==> src/rtl/rc_buff.sv <==
// rc_buff: write-side pixel buffer. Queues producer pixel writes in a small FIFO
// and commits them to SRAM through the start/ready/rw controller handshake.
module rc_buff #(
  parameter int addr_bus_size = 16,
  parameter int data_bus_size = 16,
  parameter int fifo_aw       = 3
) (
  input  logic                     clk,
  input  logic                     reset,
  input  logic                     wr_valid,
  input  logic [16:0]              wr_addr,
  input  logic [11:0]              wr_pixel,
  output logic                     wr_ready,
  input  logic                     ready,
  output logic [addr_bus_size-1:0] sram_addr,
  output logic [data_bus_size-1:0] sram_data,
  output logic                     start,
  output logic                     rw,
  output logic [fifo_aw:0]         fifo_count,
  output logic                     busy,
  output logic                     overflow
);

  localparam int depth_c = 1 << fifo_aw;
  localparam int entry_w_c = addr_bus_size + 12;
  localparam logic [fifo_aw:0]   cnt_full_c = {1'b1, {fifo_aw{1'b0}}};
  localparam logic [fifo_aw:0]   cnt_one_c  = {{fifo_aw{1'b0}}, 1'b1};
  localparam logic [fifo_aw:0]   cnt_zero_c = {(fifo_aw + 1){1'b0}};
  localparam logic [fifo_aw-1:0] ptr_one_c  = {{(fifo_aw - 1){1'b0}}, 1'b1};
  localparam logic [fifo_aw-1:0] ptr_zero_c = {fifo_aw{1'b0}};

  typedef enum logic [1:0] {
    IDLE  = 2'd0,
    START = 2'd1,
    HOLD  = 2'd2,
    WAIT  = 2'd3
  } state_t;

  state_t                     state_r;
  state_t                     state_nxt_s;
  logic [entry_w_c-1:0]       mem_r [depth_c];
  logic [fifo_aw-1:0]         wr_ptr_r;
  logic [fifo_aw-1:0]         rd_ptr_r;
  logic [fifo_aw:0]           count_r;
  logic                       overflow_r;
  logic                       start_r;
  logic                       start_nxt_s;
  logic                       load_s;
  logic [addr_bus_size-1:0]   sram_addr_r;
  logic [data_bus_size-1:0]   sram_data_r;
  logic                       wr_ready_s;
  logic                       fifo_empty_s;
  logic                       push_s;
  logic                       pop_s;
  logic [entry_w_c-1:0]       head_s;

  assign wr_ready_s   = (count_r != cnt_full_c);
  assign fifo_empty_s = (count_r == cnt_zero_c);
  // Out-of-range beats (flag bit set) are accepted but never stored.
  assign push_s       = wr_valid && wr_ready_s && !wr_addr[16];
  assign pop_s        = load_s;
  assign head_s       = mem_r[rd_ptr_r];

  // FIFO storage write port
  always_ff @(posedge clk) begin
    if (push_s) begin
      mem_r[wr_ptr_r] <= {wr_addr[addr_bus_size-1:0], wr_pixel};
    end
  end

  // FIFO pointers, occupancy and sticky overflow flag
  always_ff @(posedge clk or negedge reset) begin
    if (!reset) begin
      wr_ptr_r   <= ptr_zero_c;
      rd_ptr_r   <= ptr_zero_c;
      count_r    <= cnt_zero_c;
      overflow_r <= 1'b0;
    end else begin
      if (push_s) begin
        wr_ptr_r <= wr_ptr_r + ptr_one_c;
      end
      if (pop_s) begin
        rd_ptr_r <= rd_ptr_r + ptr_one_c;
      end
      case ({push_s, pop_s})
        2'b10:   count_r <= count_r + cnt_one_c;
        2'b01:   count_r <= count_r - cnt_one_c;
        default: count_r <= count_r;
      endcase
      if (wr_valid && !wr_ready_s) begin
        overflow_r <= 1'b1;
      end
    end
  end

  // Write-engine state register
  always_ff @(posedge clk or negedge reset) begin
    if (!reset) begin
      state_r <= IDLE;
    end else begin
      state_r <= state_nxt_s;
    end
  end

  // Write-engine next-state logic; HOLD deliberately ignores ready while the controller settles
  always_comb begin
    state_nxt_s = IDLE;
    case (state_r)
      IDLE: begin
        if (fifo_empty_s) begin
          state_nxt_s = IDLE;
        end else begin
          state_nxt_s = START;
        end
      end
      START:   state_nxt_s = HOLD;
      HOLD:    state_nxt_s = WAIT;
      WAIT: begin
        if (ready) begin
          state_nxt_s = IDLE;
        end else begin
          state_nxt_s = WAIT;
        end
      end
      default: state_nxt_s = IDLE;
    endcase
  end

  // Write-engine output decode: load head and strobe start only when leaving IDLE
  always_comb begin
    load_s      = 1'b0;
    start_nxt_s = 1'b1;
    case (state_r)
      IDLE: begin
        if (fifo_empty_s) begin
          load_s      = 1'b0;
          start_nxt_s = 1'b1;
        end else begin
          load_s      = 1'b1;
          start_nxt_s = 1'b0;
        end
      end
      START: begin
        load_s      = 1'b0;
        start_nxt_s = 1'b1;
      end
      HOLD: begin
        load_s      = 1'b0;
        start_nxt_s = 1'b1;
      end
      WAIT: begin
        load_s      = 1'b0;
        start_nxt_s = 1'b1;
      end
      default: begin
        load_s      = 1'b0;
        start_nxt_s = 1'b1;
      end
    endcase
  end

  // Registered SRAM request: address/data held from the strobe until the next load
  always_ff @(posedge clk or negedge reset) begin
    if (!reset) begin
      start_r     <= 1'b1;
      sram_addr_r <= {addr_bus_size{1'b0}};
      sram_data_r <= {data_bus_size{1'b0}};
    end else begin
      start_r <= start_nxt_s;
      if (load_s) begin
        sram_addr_r <= head_s[entry_w_c-1:12];
        sram_data_r <= {{(data_bus_size - 12){1'b0}}, head_s[11:0]};
      end
    end
  end

  assign wr_ready   = wr_ready_s;
  assign sram_addr  = sram_addr_r;
  assign sram_data  = sram_data_r;
  assign start      = start_r;
  assign rw         = 1'b0;
  assign fifo_count = count_r;
  assign busy       = !fifo_empty_s || (state_r != IDLE);
  assign overflow   = overflow_r;

endmodule

==> config.mk <==
export PLATFORM = sky130hd
export DESIGN_NAME = rc_buff
export DESIGN_NICKNAME = d
export VERILOG_FILES = /design/src/rtl/rc_buff.sv
export SDC_FILE = /design/constraint.sdc
export NUM_CORES = 1
export LEC_CHECK = 0
export ABC_AREA = 1
export CORE_MARGIN = 2
export CORE_UTILIZATION = 45
export CTS_CLUSTER_DIAMETER = 60
export DETAILED_ROUTE_END_ITERATION = 8
export MAX_ROUTING_LAYER = met4
export PLACE_DENSITY = 0.74
export SLEW_MARGIN = 30
export SYNTH_ARGS = -nofsm -noshare
export SYNTH_HDL_FRONTEND = slang
export SYNTH_SLANG_ARGS = --single-unit
==> constraint.sdc <==
create_clock -name clk -period 4.7 [get_ports clk]
set_input_delay 0.94 -clock clk [delete_from_list [all_inputs] [get_ports clk]]
set_output_delay 0.94 -clock clk [all_outputs]
set_load 0.1 [all_outputs]
### Yosys cells after proc, flatten, opt, wreduce, memory -nomap -nowiden

Memory sizes are Yosys's and may differ from the RTL's. A register that Yosys moved wholly into a read port is not among the register bits.
Index checks and enable logic that the tools add are counted.

* reduce and logical (&&, ||, !) cells: 13
* muxes and demuxes: 10
* equal/unequal tests: 6
* $add $sub $neg: 4

Operator list (count)
* $pmux 2 s4: 1
* $pmux 4 s2: 1
* $add 3x1->3 const B: 2
* $eq 2x2->1 const B: 3
* $mux 1: 5
* $add 4x1->4 const B: 1
* $eq 2x1->1 const B: 2
* $logic_not 1->1: 4
* $logic_not 4->1: 1
* $ne 4x4->1 const B: 1
* $pmux 1 s2: 2
* $reduce_bool 2->1: 2
* $sub 4x1->4 const B: 1
* $logic_and 1x1->1: 3
* $reduce_or 3->1: 1
* $logic_not 2->1: 1
* $mux 2: 1
* $logic_or 1x1->1: 1

* memories: 1
* bits of input ports: 33
* bits in writable memories: 224
* register bits: 14
* output and inout bits: 41
* logic and storage cells: 40

Memories
* mem_r: depth 8, bits a word 28, rd ports 1, clocked after memory_dff 1, wr ports 1, line 41 `logic [entry_w_c-1:0] mem_r [depth_c];`

### Depth between registers and ports, before layout

* depth in word-level cells: 5
* gate-level depth with buffers: 14
* gate-level depth less buffers: 13

### Worst setup path after synthesis

No wires, ideal clock.

* path type: register to register
* start: register count_r[1] (netlist: fifo_count[1])
* end: memory mem_r[4][0] in the netlist's numbering (enable)
* setup slack: -0.178 ns
* cell stages (with the launch flop): 6
* setup time: 0.448 ns
* period minus slack after synthesis: 4.878 ns
* arrival: 4.429 ns
* path buffers: 1
* required time: 4.252 ns
* cell sequence: dfrtp_1 > nor2_1 > nand3_1 > nand3b_1 > buf_4 > nor3_1

* word-level cells in the longest chain between the ends: 5

RTL lines
* start: declaration: line 44 `logic [fifo_aw:0] count_r;`
* start signal: assignment: line 76 `count_r <= cnt_zero_c;`
* start signal: assignment: line 86 `2'b10: count_r <= count_r + cnt_one_c;`
* start signal: assignment: line 87 `2'b01: count_r <= count_r - cnt_one_c;`
* $ne 4x4->1: line 57 `assign wr_ready_s = (count_r != cnt_full_c);`
* named net wr_ready: line 13 `output logic wr_ready,`
* $logic_and 1x1->1 (2 in series): line 60 `assign push_s = wr_valid && wr_ready_s && !wr_addr[16];`
* $mux 1: line 66 `if (push_s) begin`
* $mux 1 (implied by the code): line 67 `mem_r[wr_ptr_r] <= {wr_addr[addr_bus_size-1:0], wr_pixel};`
* end: declaration: line 41

The timed path passes the listed nets, and every way through them passes these cells.

### Final worst setup path

* start: register count_r[1] (netlist: fifo_count[1])
* end: output port wr_ready

* word-level cells in the longest chain between the ends: 1

RTL lines (line)
* $ne 4x4->1: 57
* end: declaration: 13

No other way between the ends.

==> impl_results.md <==
- GP Congestion: 0.782
- Int Pwr: 0.00506 W
- DRC: 0
- Final Cell Area: ~0.012 mm²
- Vias: 6686
- Most common cell after layout, fill and taps aside: edfxtp_1
- Postcts setup bufs: 0
- Peak supply drop: 411 µV
- Final Skew: 0.00866 ns
- Most frequent cells in the layout: 224 x edfxtp_1, 174 x nor2_1, 107 x nand2_1
- Ant diodes: 0
- Vias in the first global route: roughly 6800
- Max incr delay on CP: about 1.2 ns
- Chip width: 157 µm
- Worst R2R End: fifo_count[2]
- Initial antenna violation count: 0
- # H-tree levels: 1
- Clock share of power: 0.249
- Placed Area: roughly 0.012 mm²
- Sink Count: 266
- RSZ-0062 raised after global routing: false
- Antenna-violating nets left: 0
- Post-synthesis sequential area ratio: 0.734
- HPWL Detailed: 11.7 mm
- Fmax: a little over 300 MHz
- Syn avg cell area: 12.1 µm²
- Worst Path Arrival: 2.34 ns
- Yosys warns: 0
- R2R Path Start: fifo_count[1]
- Seq pwr share: 0.366
- Switch share: 0.413
- Startpoint Class: register
- Final setup violation count: 0
- Resized Gates After CTS: 0
- Area growth syn-to-layout: 17.8%
- P per Cell Area: 691 mW/mm²
- Hold Buf Count CTS: 0
- Starting density of the core: 0.454
- Max Cap Viol: 0
- Outcome: finished clean
- Hold Crit Class: input port to async pin
- Wl on met1: 9.37 mm
- Iteration-0 DRC Markers: roughly 550
- Top Metal Used: met4
- Reg clk slew, reported paths: ~0.060 ns
- LEAKAGE: 4.57 nW
- Final core utilization: 0.535
- Total detailed-routing wirelength: approximately 22 mm
- Ports: 74
- Critical path's top delay family: buffers and inverters
- Netlist cell types: 27
- Post-synthesis instance total: approximately 880
- Overall Global Routing Usage: 0.190
- Final Max Tran Viols: 0
- Crit path max fanout: 6
- Crit path depth: 3
- Reg2Reg Depth: 10
- Slew @ Worst Pin: just under 1 ns
- Syn Std Cell Area: 0.0106 mm²
- Clock Path Buffers: 3
- Reg-to-reg slack, setup: ~2.0 ns
- Seq cells post-synth: 266
- Slowest CP cell: clkdlybuf4s50_1
- GRT Residual Overflow: 0
- DRT Pass-1 Iters: 6
- WP buf/inv: 1
- CTS tree: built
- WP data required: 3.76 ns
- Final hold violation count: 0
- I/O Buffers: 68
- Relative slew slack: 0.342
- Final Critical Period: 3.28 ns
- Critical path class: register to output pin
- Core Area: approximately 0.023 mm²
- NetSw: 0.00357 W
- Final Cycle Share: 0.697
- Cell Rows: 56
- CTS Root Buffer Type: clkbuf_16
- Layout cell share with drive strength beyond 1: 0.0798
- Beginning of the critical path: fifo_count[1]
- CP endpoint kind: output pin
- Met3 WL: 1.43 mm
- Clk_lat worst skew: 0.53 ns
- Comb power frac: 0.385
- Crit-path cells: nor2_1 -> nand3_1 -> clkdlybuf4s50_1
- Die ar.: 0.0248 mm²
- Die Ht: 157 µm
- CTS buffer count: 28
- Final net count: a little under 1000
- Largest net degree at the start of global routing: 92
- Met2 routed WL: about 11 mm
- WL/cell: 17.4 µm
- Vias per Instance: 5.21
- Final TNS setup: 0 ns
- First-pass GRT wire length: roughly 35 mm
sequential cells by signal, summed over array words and instances (netlist names):
register,flops
start,1
sram_data,12
sram_addr,16
wr_ptr_r,3
mem_r,224
state_r,2
overflow,1
rd_ptr_r,3
fifo_count,4
how the worst max path moves through the flow:
stage	to	slack [ns]
after floorplan	mem_r[4][0]	-0.18
after global placement	fifo_count[2]	1.42
after detailed placement	fifo_count[2]	1.30
after CTS	wr_ready	1.40
after global routing	wr_ready	1.35
final	wr_ready	1.42
Yosys cell counts:
| library cell | instances | area, µm² |
|---|---|---|
| edfxtp_1 | 224 | 6730 |
| buf_6 | 4 | 45.0 |
| o21ai_1 | 18 | 90.1 |
| ha_1 | 5 | 62.6 |
| o211ai_1 | 28 | 210 |
| nor3_1 | 8 | 40.0 |
| inv_1 | 42 | 158 |
| buf_1 | 2 | 7.51 |
| nand3_1 | 89 | 445 |
| nand2_1 | 107 | 402 |
| nor2_1 | 174 | 653 |
| inv_2 | 1 | 3.75 |
| buf_2 | 18 | 90.1 |
| o21bai_1 | 1 | 7.51 |
| dfstp_2 | 1 | 26.3 |
| conb_1 | 1 | 3.75 |
| clkbuf_1 | 16 | 60.1 |
| a31oi_1 | 1 | 6.26 |
| xnor2_1 | 3 | 26.3 |
| buf_4 | 14 | 105 |
| dfrtp_1 | 41 | 1030 |
| a21oi_1 | 2 | 10.0 |
| or2_2 | 1 | 6.26 |
| nand3b_1 | 1 | 7.51 |
| o21ai_0 | 70 | 350 |
| nand4_1 | 1 | 6.26 |
| xor2_1 | 3 | 26.3 |
cell type report:
class | count | area (µm²)
inverter | 43 | 163
sequential | 266 | 7780
multi-input combinational | 517 | 2410
clock buffer | 44 | 852
fill | 1846 | 10800
tap | 319 | 399
clock inverter | 8 | 70.1
timing repair buffer | 87 | 818
power groups by stage:
stage	clock (W)	combinational, W	sequential (W)
global placement	0	0.00324	0.00320
detailed placement	0	0.00332	0.00320
CTS	0.00218	0.00334	0.00316
floorplan	0	0.00162	0.00409
finish	0.00215	0.00332	0.00316
global route	0.00228	0.00360	0.00320
kinds of logic after synthesis:
family / synth area share
compound gates: 0.0636
fa+ha+maj: 0.00590
xor+xnor: 0.00496
flops: 0.734
buf+inv: 0.0443
simple gates: 0.147
other cells: 0.000354
stage by stage:
stage | instances | power, W | setup WS (ns) | hold slack, ns
after floorplan | 880 | 0.00571 | -0.178 | 0.458
after global placement | 1232 | 0.00644 | 1.42 | 0.463
after detailed placement | 1232 | 0.00652 | 1.30 | 0.462
after CTS | 1284 | 0.00868 | 1.40 | 0.471
after global routing | 1284 | 0.00908 | 1.35 | 0.477
final | 1284 | 0.00863 | 1.42 | 0.437
per-layer routing:
metal,vias to the layer above,GRT usage
met2,240,0.319
met3,45,0.0303
li1,3171,-
met1,3230,0.241
met4,0,0.0545
met5,-,-
(Power assumes the default switching activity.)
